`config.mk`:
```
export PLATFORM = sky130hd
export DESIGN_NAME = sd_sector_arbiter
export DESIGN_NICKNAME = d
export VERILOG_FILES = /design/src/rtl/sd_sector_arbiter_pkg.sv /design/src/rtl/sd_sector_arbiter_rr_pick.sv /design/src/rtl/sd_sector_arbiter.sv
export SDC_FILE = /design/constraint.sdc
export NUM_CORES = 1
export LEC_CHECK = 0
export CORE_ASPECT_RATIO = 0.8
export CORE_MARGIN = 1
export CORE_UTILIZATION = 42
export CTS_BUF_LIST = sky130_fd_sc_hd__clkbuf_4 sky130_fd_sc_hd__clkbuf_8
export DETAILED_ROUTE_END_ITERATION = 8
export PLACE_DENSITY = 0.82
export SLEW_MARGIN = 15
export SYNTH_ARGS = -nofsm -noshare
export SYNTH_HDL_FRONTEND = slang
export SYNTH_SLANG_ARGS = --single-unit
```
`constraint.sdc`:
```
create_clock -name clk_sys -period 2 [get_ports clk_sys]
set_input_delay 0.4 -clock clk_sys [delete_from_list [all_inputs] [get_ports clk_sys]]
set_output_delay 0.4 -clock clk_sys [all_outputs]
set_load 0.02 [all_outputs]
```
`src/rtl/sd_sector_arbiter_pkg.sv`:
```
// Shared types for the SD sector arbiter: FSM encoding and bus widths.
package sd_sector_arbiter_pkg;

    typedef enum logic [1:0] {
        ST_IDLE  = 2'd0,
        ST_ISSUE = 2'd1,
        ST_XFER  = 2'd2,
        ST_DONE  = 2'd3
    } arb_state_t;

    localparam int DEF_TIMEOUT = 2**24;
    localparam int LBA_W       = 32;
    localparam int BYTE_W      = 8;

    function automatic int rr_next(input int idx, input int n);
        return (idx + 1) % n;
    endfunction

endpackage

```
`src/rtl/sd_sector_arbiter_rr_pick.sv`:
```
// Combinational round-robin picker: first pending requester at/after ptr.
module sd_sector_arbiter_rr_pick #(
    parameter int NREQ = 2,
    parameter int PW   = 1
) (
    input  logic [NREQ-1:0] req,
    input  logic [PW-1:0]   ptr,
    output logic [NREQ-1:0] gnt
);

    logic found;

    always_comb begin
        gnt   = '0;
        found = 1'b0;
        for (int k = 0; k < NREQ; k++) begin
            for (int i = 0; i < NREQ; i++) begin
                if (!found && req[i] && (((int'(ptr) + k) % NREQ) == i)) begin
                    gnt[i] = 1'b1;
                    found  = 1'b1;
                end
            end
        end
    end

endmodule

```
`src/rtl/sd_sector_arbiter.sv`:
```
// Round-robin owner of the SD block port: one sector transaction at a time,
// with ack synchroniser, ISSUE timeout and per-requester done/err pulses.
module sd_sector_arbiter
    import sd_sector_arbiter_pkg::*;
#(
    parameter int NREQ    = 2,
    parameter int TIMEOUT = DEF_TIMEOUT
) (
    input  logic                    clk_sys,
    input  logic                    reset,
    input  logic [NREQ-1:0]         req_rd,
    input  logic [NREQ-1:0]         req_wr,
    input  logic [LBA_W*NREQ-1:0]   req_lba,
    input  logic [BYTE_W*NREQ-1:0]  req_buff_din,
    output logic [NREQ-1:0]         req_buff_wr,
    output logic [NREQ-1:0]         req_ack,
    output logic [NREQ-1:0]         req_done,
    output logic [NREQ-1:0]         req_err,
    output logic [NREQ-1:0]         grant,
    output logic [LBA_W-1:0]        sd_lba,
    output logic                    sd_rd,
    output logic                    sd_wr,
    input  logic                    sd_ack,
    input  logic                    sd_buff_wr,
    output logic [BYTE_W-1:0]       sd_buff_din
);

    localparam int PW = (NREQ > 1) ? $clog2(NREQ) : 1;
    localparam int CW = $clog2(TIMEOUT) + 1;

    arb_state_t        state_q, state_d;
    logic [NREQ-1:0]   grant_q, pend, pick;
    logic [PW-1:0]     ptr_q, ptr_next;
    logic [CW-1:0]     cnt_q;
    logic [LBA_W-1:0]  lba_q, lba_pick;
    logic              op_rd_q, err_q, pick_rd;
    logic              ack_m, ack_s, ack_d;
    logic              ack_rise, ack_fall, tmo;

    assign pend     = req_rd | req_wr;
    assign ack_rise = ack_s & ~ack_d;
    assign ack_fall = ~ack_s & ack_d;
    assign tmo      = (cnt_q == CW'(TIMEOUT - 1));

    // Left out of reset on purpose: a stale high ack must survive reset
    // and keep IDLE from granting until the I/O module releases it.
    always_ff @(posedge clk_sys) begin
        ack_m <= sd_ack;
        ack_s <= ack_m;
        ack_d <= ack_s;
    end

    sd_sector_arbiter_rr_pick #(
        .NREQ (NREQ),
        .PW   (PW)
    ) u_pick (
        .req  (pend),
        .ptr  (ptr_q),
        .gnt  (pick)
    );

    always_comb begin
        lba_pick = '0;
        pick_rd  = 1'b0;
        ptr_next = '0;
        for (int i = 0; i < NREQ; i++) begin
            if (pick[i]) begin
                lba_pick = req_lba[LBA_W*i +: LBA_W];
                pick_rd  = req_rd[i];
            end
            if (grant_q[i]) begin
                ptr_next = PW'(rr_next(i, NREQ));
            end
        end
    end

    always_ff @(posedge clk_sys) begin
        if (reset) begin
            state_q <= ST_IDLE;
        end else begin
            state_q <= state_d;
        end
    end

    always_comb begin
        state_d = state_q;
        unique case (state_q)
            ST_IDLE: begin
                if (!ack_s && |pend) begin
                    state_d = ST_ISSUE;
                end
            end
            ST_ISSUE: begin
                if (ack_rise) begin
                    state_d = ST_XFER;
                end else if (tmo) begin
                    state_d = ST_DONE;
                end
            end
            ST_XFER: begin
                if (ack_fall) begin
                    state_d = ST_DONE;
                end
            end
            ST_DONE: begin
                state_d = ST_IDLE;
            end
            default: begin
                state_d = ST_IDLE;
            end
        endcase
    end

    always_ff @(posedge clk_sys) begin
        if (reset) begin
            grant_q <= '0;
            lba_q   <= '0;
            op_rd_q <= 1'b0;
            err_q   <= 1'b0;
            ptr_q   <= '0;
            cnt_q   <= '0;
        end else begin
            cnt_q <= (state_q == ST_ISSUE) ? cnt_q + 1'b1 : '0;
            if (state_q == ST_IDLE && state_d == ST_ISSUE) begin
                grant_q <= pick;
                lba_q   <= lba_pick;
                op_rd_q <= pick_rd;
                err_q   <= 1'b0;
            end
            if (state_q == ST_ISSUE && !ack_rise && tmo) begin
                err_q <= 1'b1;
            end
            if (state_q == ST_DONE) begin
                grant_q <= '0;
                ptr_q   <= ptr_next;
            end
        end
    end

    always_comb begin
        sd_rd       = 1'b0;
        sd_wr       = 1'b0;
        req_ack     = '0;
        req_buff_wr = '0;
        req_done    = '0;
        req_err     = '0;
        sd_buff_din = '0;
        unique case (state_q)
            ST_ISSUE: begin
                sd_rd = op_rd_q;
                sd_wr = ~op_rd_q;
            end
            ST_XFER: begin
                req_ack     = grant_q;
                req_buff_wr = sd_buff_wr ? grant_q : '0;
            end
            ST_DONE: begin
                req_done = grant_q;
                req_err  = err_q ? grant_q : '0;
            end
            default: begin
            end
        endcase
        for (int i = 0; i < NREQ; i++) begin
            if (grant_q[i]) begin
                sd_buff_din = req_buff_din[BYTE_W*i +: BYTE_W];
            end
        end
    end

    assign grant  = grant_q;
    assign sd_lba = lba_q;

endmodule

```
==> results.ini <==
[grt]
grtUsageTotal_pct = 23.2
grt_overflow = 0
first_global_vias = 2971
grt_max_degree = 33
grt_pass1_wl_mm = 13.2
antenna_found_initial = 0

[min_path]
hold_class = flip-flop to flip-flop

[placed_design]
dp_hpwl_mm = 6.46
place_congestion = 0.813
dp_cells = 570
port_buffers = 139
post-place-ws_ps = -69.2

[timing]
layout_setup_ws_ps = 94.5
slew_headroom_pct = 78.9
finClkSkew_ps = 8.32
tightest_slew_ps = 314
setup_viol = 0
rsz0062_at_grt = no
min_period_ps = 1910
hold_viol_final = 0
timing.fmax_mhz = 525
period_share_pct = 95.3
drv_slew = 0

[routing]
wl_mm = 8.41
num_vias = 3157
first_iter_violations = 113
wire_per_inst_um = 14.3
drc = 0
drtPass1Iterations = 5
ant_nets = 0
viasPerCell = 5.39

[floorplan]
initial_core_util_pct = 43.4
die_w_um = 96.1
io_pins = 140
dieArea_um2 = 7430
core_um2 = 6860
die_y_um = 77.3
placement_rows = 27

[cts]
cts_made_buffers = 9
clk_pin_slew_worst_paths_ps = 70
cts_sinks = 67
cts_buffer_depth = 2
hold_buffers = 0
cts_root_buffer = clkbuf_8
cts_tree = done
h-tree-depth = 3
worstSkewPairLatency_ps = 340
cts_resized = 19
postCtsSetupBuffers = 0

[layout]
num_antenna_cells = 0
fin_nets = 583
fin_cells = 586
multiInputGateArea_um2 = 1500
syn2layout_area_growth_pct = 59.2
regArea_um2 = 1340
fillers = 559
finalCoreUtilization_pct = 69.1
layout-drive-gt1-share_pct = 10.6

[synthesis]
ys_async_sr_fraction_pct = 0
synth_top_area_share_pct = 45.0
synthDistinctLibCells = 44
synth_ff_type = dfxtp_1
synthesis.area_um2 = 2980
synth.top_cells.by_area = dfxtp_1 45%, a221oi_1 9.4%, nor2_1 7.3%, nor3_1 6.2%, clkbuf_1 2.6%
ys_ff_latch = 67
ys_top_cells_by_count = 67 x dfxtp_1, 58 x nor2_1, 37 x nor3_1, 32 x a221oi_1
yosys_warnings = 0
synth_most_common_cell = dfxtp_1
synth_edf_count = 0
synth_seq_area_share_pct = 45.0
syn_nets = 440
yosysTopAreaCell = dfxtp_1
netlist_instances = 351
syn_area_per_cell_um2 = 8.48

[worst_setup_path]
required_ps = 1600
endpoint_kind = primary output
critPathLaunchType = flip-flop
arrival_ps = 1510
worstSetupPathType = flip-flop to primary output
cp_max_fo = 12

[power_and_ir_drop]
p_per_area_nw_per_um2 = 692
comb_power_share_pct = 22.2
p_switching_uw = 861
swShare_pct = 26.2
power_leakage_uw = 0.00177
power_uw = 3280
seq_power_share_pct = 44.2
peakVddDrop_mv = 0.401
clockPowerShare_pct = 33.6
power.internal_uw = 2420

[run]
drv_cap = 0

[run_status]
status = completed

-- registers in the layout, indices dropped and copies added, names as in the netlist --
| name | count |
|---|---|
| ptr_q | 1 |
| sd_lba | 32 |
| op_rd_q | 1 |
| grant | 2 |
| state_q | 2 |
| ack_d | 1 |
| ack_m | 1 |
| ack_s | 1 |
| err_q | 1 |
| cnt_q | 25 |
-- final cells by class --
| type | instances | area share, % |
|---|---|---|
| Timing Repair Buffer | 161 | 33.2 |
| Clock buffer | 11 | 3.06 |
| Multi-Input combinational cell | 251 | 31.7 |
| Inverter | 4 | 0.317 |
| Sequential cell | 67 | 28.3 |
| Clock inverter | 5 | 1.11 |
| Tap cell | 87 | 2.30 |
-- cell usage in the layout (no fill, tap or decap), types with 2 or more instances in the layout --
cell type | netlist | final
a21oi_1 | 14 | 14
a221oi_1 | 32 | 32
a22o_1 | 8 | 8
a32oi_1 | 2 | 2
and2_1 | 2 | 2
and3_1 | 2 | 2
and4_1 | 4 | 4
buf_12 | 0 | 5
buf_4 | 0 | 17
clkbuf_2 | 0 | 6
clkbuf_8 | 1 | 10
clkdlybuf4s15_1 | 0 | 2
clkdlybuf4s50_1 | 0 | 121
clkinv_2 | 0 | 3
dfxtp_1 | 67 | 66
dlygate4sd2_1 | 0 | 10
inv_1 | 4 | 4
mux2i_1 | 2 | 2
nand2_1 | 21 | 21
nand2b_1 | 2 | 2
nand3_1 | 9 | 9
nand4_1 | 2 | 2
nand4_2 | 2 | 2
nor2_1 | 58 | 57
nor2b_1 | 4 | 3
nor3_1 | 37 | 37
nor4_1 | 5 | 5
o21ai_0 | 5 | 5
o22ai_1 | 2 | 2
o31ai_1 | 3 | 3
or3_1 | 7 | 7
or4_1 | 3 | 3
xnor2_1 | 7 | 7
xor2_1 | 4 | 4
-- layer usage --
metal | vias to the layer above | global-route usage, % | part of all wire [%]
li1 | 1577 | - | -
met5 | - | 0 | 0
met3 | 15 | 7.44 | 8.6
met4 | 0 | 8.51 | 2.0
met1 | 1439 | 26.2 | 41
met2 | 126 | 40.1 | 49
-- power by group through the flow --
stage                     Clock (uW)  Sequential, uW  Combinational [uW]
after floorplan                    0            1550                 239
after global placement             0            1480                 732
after detailed placement           0            1480                 744
after CTS                       1120            1450                 736
after global routing            1190            1460                 786
final                           1100            1450                 729
-- per-stage QoR --
stage	instance area, um^2	hold WS, ps	setup TNS [ps]
floorplan	2980	310	0
finish	4740	330	0
global placement	4590	313	-288
global route	4740	356	0
CTS	4760	333	0
detailed placement	4590	318	-931
-- final timing paths --
kind	slack (ps)	start	depth (start not counted)	end
max	90	grant[1]$_SDFFE_PP0P_	2	grant[1]
max reg2reg	160	cnt_q[2]$_SDFF_PP0_	4	cnt_q[19]$_SDFF_PP0_
min	330	ack_m$_DFF_P_	0	ack_s$_DFF_P_
min reg2reg	330	ack_m$_DFF_P_	0	ack_s$_DFF_P_
-- critical path: stages, from the launching register on --
cell,delay [ps]
dfxtp_1,340
buf_4,190
clkdlybuf4s50_1,640
-- cell families after synthesis --
group                    share of synthesized area (%)
flip-flops                                        45.0
multiplexers                                     0.672
XOR/XNOR                                          3.24
buffers and inverters                             4.71
adder cells (fa/ha/maj)                          0.420
AO/OA/AOI/OAI                                     17.8
AND/OR/NAND/NOR                                   28.1
Power figures use the tool's default switching activity.
